## config.mk

```make
export PLATFORM = sky130hd
export DESIGN_NAME = vga_text_writer
export DESIGN_NICKNAME = d
export VERILOG_FILES = /design/src/rtl/vga_text_writer.sv
export SDC_FILE = /design/constraint.sdc
export NUM_CORES = 1
export LEC_CHECK = 0
export BUFFER_PORTS_ARGS = -buffer_cell sky130_fd_sc_hd__buf_2
export CAP_MARGIN = 40
export CORE_UTILIZATION = 57
export DETAILED_ROUTE_END_ITERATION = 10
export GPL_ROUTABILITY_DRIVEN = 0
export PLACE_DENSITY = 0.82
export SLEW_MARGIN = 0
export SYNTH_ARGS = -nofsm -noshare
export SYNTH_HDL_FRONTEND = slang
export SYNTH_SLANG_ARGS = --single-unit
```

## constraint.sdc

```tcl
create_clock -name clk -period 3.63 [get_ports clk]
set_input_delay 0.5445 -clock clk [delete_from_list [all_inputs] [get_ports clk]]
set_output_delay 0.5445 -clock clk [all_outputs]
set_load 0.1 [all_outputs]
```

## src/rtl/vga_text_writer.sv

```systemverilog
// Text-mode writer for a 40x30 character VRAM. Commands place characters
// at a hardware cursor, move the cursor, or clear the screen. A line feed
// or wrap past the last row scrolls the screen up by one row.
// Handshake: a command transfers on a rising edge where cmd_valid and
// cmd_ready are both high; cmd_ready is high only while the FSM is IDLE,
// and the upstream holds the command stable until it is taken.
module vga_text_writer (
    input  logic        clk,
    input  logic        reset,
    input  logic        cmd_valid,
    output logic        cmd_ready,
    input  logic [1:0]  cmd_op,
    input  logic [15:0] cmd_data,
    input  logic [2:0]  cmd_color,
    output logic        vram_we,
    output logic [10:0] vram_addr,
    output logic [18:0] vram_din,
    output logic        vram_re,
    input  logic [18:0] vram_rdata,
    output logic [4:0]  cursor_row,
    output logic [5:0]  cursor_col,
    output logic        busy
);

    localparam logic [18:0] BLANK    = 19'h00020;
    localparam logic [4:0]  LAST_ROW = 5'd29;
    localparam logic [5:0]  LAST_COL = 6'd39;
    localparam logic [15:0] CODE_LF  = 16'h000A;
    localparam logic [15:0] CODE_CR  = 16'h000D;
    localparam logic [15:0] CODE_BS  = 16'h0008;

    typedef enum logic [2:0] {IDLE, PUT, SCR_RD, SCR_WR, SCR_CLR, CLR} state_t;

    state_t      state, state_n;
    logic [4:0]  row_n;
    logic [5:0]  col_n;
    logic [4:0]  cell_row, cell_row_n;
    logic [5:0]  cell_col, cell_col_n;
    logic        we_n, re_n, ready_n;
    logic        put_bs, put_bs_n;
    logic        din_sel, din_sel_n;
    logic [10:0] addr_n;
    logic [18:0] din_q, din_n;
    logic        accept;
    logic [4:0]  cmd_row;
    logic [5:0]  cmd_col;

    assign accept  = cmd_valid && cmd_ready;
    assign cmd_row = cmd_data[10:6];
    assign cmd_col = cmd_data[5:0];
    assign busy    = ~cmd_ready;

    // Read data only arrives in the SCR_WR cycle itself, so during that cycle
    // it is forwarded straight onto the write data; otherwise din is a flop.
    assign vram_din = din_sel ? vram_rdata : din_q;

    // Next-state, cursor, cell-counter and registered-output computation.
    always_comb begin
        state_n    = state;
        row_n      = cursor_row;
        col_n      = cursor_col;
        cell_row_n = cell_row;
        cell_col_n = cell_col;
        put_bs_n   = put_bs;
        we_n       = 1'b0;
        re_n       = 1'b0;
        din_sel_n  = 1'b0;
        addr_n     = vram_addr;
        din_n      = din_q;
        case (state)
            IDLE: begin
                if (accept) begin
                    case (cmd_op)
                        2'b00: begin
                            if (cmd_data == CODE_LF) begin
                                col_n = 6'd0;
                                if (cursor_row == LAST_ROW) begin
                                    state_n    = SCR_RD;
                                    cell_row_n = 5'd0;
                                    cell_col_n = 6'd0;
                                    re_n       = 1'b1;
                                    addr_n     = {5'd1, 6'd0};
                                end else begin
                                    row_n = cursor_row + 5'd1;
                                end
                            end else if (cmd_data == CODE_CR) begin
                                col_n = 6'd0;
                            end else if (cmd_data == CODE_BS) begin
                                if (cursor_col != 6'd0) begin
                                    state_n  = PUT;
                                    put_bs_n = 1'b1;
                                    we_n     = 1'b1;
                                    addr_n   = {cursor_row, cursor_col - 6'd1};
                                    din_n    = BLANK;
                                end
                            end else begin
                                state_n  = PUT;
                                put_bs_n = 1'b0;
                                we_n     = 1'b1;
                                addr_n   = {cursor_row, cursor_col};
                                din_n    = {cmd_color, cmd_data};
                            end
                        end
                        2'b01: begin
                            if (cmd_row <= LAST_ROW && cmd_col <= LAST_COL) begin
                                row_n = cmd_row;
                                col_n = cmd_col;
                            end
                        end
                        2'b10: begin
                            state_n    = CLR;
                            cell_row_n = 5'd0;
                            cell_col_n = 6'd0;
                            we_n       = 1'b1;
                            addr_n     = 11'd0;
                            din_n      = BLANK;
                        end
                        default: begin
                        end
                    endcase
                end
            end
            PUT: begin
                state_n = IDLE;
                if (put_bs) begin
                    col_n = cursor_col - 6'd1;
                end else if (cursor_col == LAST_COL) begin
                    col_n = 6'd0;
                    if (cursor_row == LAST_ROW) begin
                        state_n    = SCR_RD;
                        cell_row_n = 5'd0;
                        cell_col_n = 6'd0;
                        re_n       = 1'b1;
                        addr_n     = {5'd1, 6'd0};
                    end else begin
                        row_n = cursor_row + 5'd1;
                    end
                end else begin
                    col_n = cursor_col + 6'd1;
                end
            end
            SCR_RD: begin
                state_n   = SCR_WR;
                we_n      = 1'b1;
                din_sel_n = 1'b1;
                addr_n    = {cell_row, cell_col};
            end
            SCR_WR: begin
                state_n = SCR_RD;
                if (cell_col == LAST_COL) begin
                    cell_col_n = 6'd0;
                    if (cell_row == LAST_ROW - 5'd1) begin
                        state_n = SCR_CLR;
                    end else begin
                        cell_row_n = cell_row + 5'd1;
                    end
                end else begin
                    cell_col_n = cell_col + 6'd1;
                end
                if (state_n == SCR_RD) begin
                    re_n   = 1'b1;
                    addr_n = {cell_row_n + 5'd1, cell_col_n};
                end else begin
                    we_n   = 1'b1;
                    addr_n = {LAST_ROW, 6'd0};
                    din_n  = BLANK;
                end
            end
            SCR_CLR: begin
                if (cell_col == LAST_COL) begin
                    state_n = IDLE;
                end else begin
                    cell_col_n = cell_col + 6'd1;
                    we_n       = 1'b1;
                    addr_n     = {LAST_ROW, cell_col_n};
                    din_n      = BLANK;
                end
            end
            CLR: begin
                if (cell_col == LAST_COL) begin
                    cell_col_n = 6'd0;
                    if (cell_row == LAST_ROW) begin
                        state_n = IDLE;
                        row_n   = 5'd0;
                        col_n   = 6'd0;
                    end else begin
                        cell_row_n = cell_row + 5'd1;
                    end
                end else begin
                    cell_col_n = cell_col + 6'd1;
                end
                if (state_n == CLR) begin
                    we_n   = 1'b1;
                    addr_n = {cell_row_n, cell_col_n};
                    din_n  = BLANK;
                end
            end
            default: state_n = IDLE;
        endcase
        ready_n = (state_n == IDLE);
    end

    // State, cursor, counters and all port registers; reset aborts any sweep.
    always_ff @(posedge clk or posedge reset) begin
        if (reset) begin
            state      <= IDLE;
            cursor_row <= 5'd0;
            cursor_col <= 6'd0;
            cell_row   <= 5'd0;
            cell_col   <= 6'd0;
            put_bs     <= 1'b0;
            vram_we    <= 1'b0;
            vram_re    <= 1'b0;
            vram_addr  <= 11'd0;
            din_q      <= 19'd0;
            din_sel    <= 1'b0;
            cmd_ready  <= 1'b0;
        end else begin
            state      <= state_n;
            cursor_row <= row_n;
            cursor_col <= col_n;
            cell_row   <= cell_row_n;
            cell_col   <= cell_col_n;
            put_bs     <= put_bs_n;
            vram_we    <= we_n;
            vram_re    <= re_n;
            vram_addr  <= addr_n;
            din_q      <= din_n;
            din_sel    <= din_sel_n;
            cmd_ready  <= ready_n;
        end
    end

endmodule

```

==> impl_results.md <==
- Area share of the largest cell type after synthesis: 0.325
- Worst EP required: 3920 ps
- Area growth syn-to-layout: 15.1%
- Cell mode on critical path: o21ai_0
- Post-Synthesis Cells: roughly 560
- DRT iter0 DRCs: between 400 and 500
- Avg Cell Area, Syn: approximately 8.2 sq um
- Die X: approximately 90 microns
- Final Cycle Share: 0.860
- Critical path peak fanout: 19
- Final hold vios: 0
- RR Endpoint: vram_addr[10]$_DFFE_PP0P_
- Flop-to-flop setup slack: between 500 and 600 ps
- Max incr delay on CP: about 740 ps
- Switch share: 0.579
- H-tree depth: 3
- DR pass1 iterations: 5
- Hold Path Class: in2async
- # DRC: 0
- Setup Skew: ~15 ps
- First-pass GRT wire length: between 20 and 25 mm
- Grt ovf: 0
- Num CTS Buffers: 9
- Most common cell after layout, fill and taps aside: buf_2
- Syn nets: between 600 and 700
- Crit-path cells: inv_1, ha_1, nor3_1, o21ai_0, o21ai_0, a2111oi_0, a21oi_1
- Ports: 88
- TNS Setup: 0 ps
- Critical path buffer and inverter count: 1
- Arr. time, crit path: 3410 ps
- Warnings from Yosys: 0
- Worst setup path startpoint: state[1]$_DFF_PP0_
- FF-to-FF path depth: 7
- Worst skew pair latency: around 360 ps
- Die ar.: approximately 8500 sq um
- Hold WS: 326 ps
- Int Pwr: roughly 2300 uW
- Max clock buf depth: 2
- CTS root buf: clkbuf_8
- Reg power frac: 0.226
- Final Util: 0.685
- Hpwl dp: around 9.7 mm
- RSZ-0062 raised after global routing: false
- Synth Register Bits: 60
- Post-CTS Setup Bufs: 0
- Pwr per Cell Area: between 1000 and 1500 nW/um^2
- Max_cap viols: 0
- Slew @ Worst Pin: roughly 900 ps
- Sequential fraction of the synthesis area: 0.325
- EDFF count, synth: 0
- FP Rows: 32
- Post-layout min period: between 3000 and 4000 ps
- Routed vias: approximately 4800
- Crit path depth: 7
- IO Port Bufs: between 80 and 90
- Distinct cells, synth: 73
- Peak supply drop: ~0.42 mV
- Initial Util: 0.595
- Logic pwr share: 0.630
- Die Ht: slightly above 90 microns
- Worst Setup Start Kind: flop
- Final setup fails: 0
- Primary FF master, synth: dfrtp_1
- Cts repair resizes: 0
- Wire per inst: 18.0 microns
- Core area: 7770 sq um
- Max Freq: 0.320 GHz
- Wirelength, routed: roughly 13 mm
- TritonCTS Sinks: 60
- Vias in the first global route: ~4400
- RR Startpoint: state[1]$_DFF_PP0_
- Top delay family on crit path: compound AO/OA/AOI/OAI gates
- Fin. max-slew vios: 0
- Share of layout cells above drive strength 1: 0.212
- CTS clk-pin slew, worst paths: 80 ps
- Post-Synthesis Cell Area: approximately 4600 sq um
- ANT nets after route: 0
- Psw: 3110 uW
- Slowest stage cell on the critical path: dfrtp_1
- Synth area leaders: dfrtp_1, nand2_1, mux2i_1, o21ai_0, ha_1
- Status: complete, no violations
- Setup CP Type: reg2reg
- Via-to-Cell Ratio: 6.46
- Slew HR: 0.383
- Final worst setup slack: about 510 ps
- Post-synth top area cell: dfrtp_1
- Leak: about 0.0024 uW
- CTS tree: yes
- Highest-count cells in the layout ignoring fill and taps: buf_2, nand2_1, dfrtp_1
- Largest net degree at the start of global routing: 38
- Total power draw: 5370 uW
- FFs w/ async S/R, synth: 1.00
- Clock power frac: 0.144
- End point of the critical path: vram_addr[10]$_DFFE_PP0P_
- Dpl ws: about 590 ps
- GR Util All Layers: 0.329
- Critical Path Sink Type: flop
- Initial antenna violation count: 0
- CTS Hold Bufs: 0
- Number of diodes: 0
- Nets: 690
-- through the flow --
step	cells	area, sq um
3_5_place_dp	724	5070
4_1_cts	740	5320
6_report	740	5320
2_1_floorplan	564	4620
3_3_place_gp	723	5070
5_1_grt	740	5320
-- logic make-up after synthesis --
group,synth area share
xor+xnor,0.0341
compound gates,0.250
buf+inv,0.0693
flops,0.325
simple gates,0.227
mux,0.0576
fa+ha+maj,0.0379
-- layout make-up --
cell class,count,area (sq um)
multi-input cells,429,2810
fillers,638,2440
well taps,102,128
clock inverters,6,111
inverters,38,143
repair buffers,95,493
flip-flops and latches,60,1500
clock buffers,10,138
-- layer usage --
| metal | part of all wire | wire [microns] | vias to the layer above | global-route usage |
|---|---|---|---|---|
| li1 | - | - | 2187 | - |
| met1 | 0.41 | 5410 | 2247 | 0.417 |
| met2 | 0.47 | 6250 | 290 | 0.533 |
| met3 | 0.088 | 1180 | 55 | 0.0755 |
| met4 | 0.038 | 509 | 0 | 0.150 |
| met5 | 0 | 0 | - | 0 |
-- power groups by stage --
stage                     clock [uW]  sequential, uW  combinational (uW)
after floorplan                    0            1820                2130
after global placement             0            1190                3280
after detailed placement           0            1210                3330
after CTS                        777            1200                3350
after global routing             808            1250                3580
final                            773            1210                3380
-- cell usage after synthesis (4+ instances only) --
| master | count |
|---|---|
| nand2_1 | 69 |
| dfrtp_1 | 60 |
| o21ai_0 | 41 |
| inv_1 | 38 |
| nor2_1 | 35 |
| a21oi_1 | 30 |
| clkbuf_1 | 24 |
| mux2i_1 | 21 |
| nand3_1 | 17 |
| nor3_1 | 15 |
| ha_1 | 14 |
| nor2b_1 | 11 |
| nand4_1 | 10 |
| xnor2_1 | 10 |
| o211ai_1 | 9 |
| a31o_2 | 8 |
| a31oi_1 | 8 |
| xor2_1 | 8 |
| a22oi_1 | 7 |
| and3_1 | 7 |
| buf_2 | 7 |
| and2_1 | 6 |
| o2111ai_1 | 6 |
| a211oi_1 | 5 |
| a22o_1 | 5 |
| mux2_2 | 5 |
| nand2b_1 | 5 |
| o2bb2ai_1 | 5 |
| a221oi_1 | 4 |
| a41oi_1 | 4 |
| and4_1 | 4 |
| nor3b_1 | 4 |
-- worst min path at each step --
stage | slack, ps | end | cells after the start | from
final | 330 | din_q[16]$_DFFE_PP0P_ | 2 | reset
after global placement | 470 | vram_addr[4]$_DFFE_PP0P_ | 1 | vram_addr[4]$_DFFE_PP0P_
after CTS | 350 | din_q[9]$_DFFE_PP0P_ | 2 | reset
after floorplan | 480 | din_q[5]$_DFFE_PP0P_ | 1 | din_q[5]$_DFFE_PP0P_
after global routing | 390 | din_q[16]$_DFFE_PP0P_ | 2 | reset
after detailed placement | 470 | vram_addr[2]$_DFFE_PP0P_ | 1 | vram_addr[2]$_DFFE_PP0P_
-- sequential cells by signal, summed over array words and instances (netlist names) --
signal and cells:
cmd_ready 1, cursor_row 5, put_bs 1, din_sel 1
vram_re 1, state 3, cursor_col 6, cell_col 6
vram_addr 11, vram_we 1, din_q 19, cell_row 5
No activity file was read; power rests on OpenSTA's default activity.
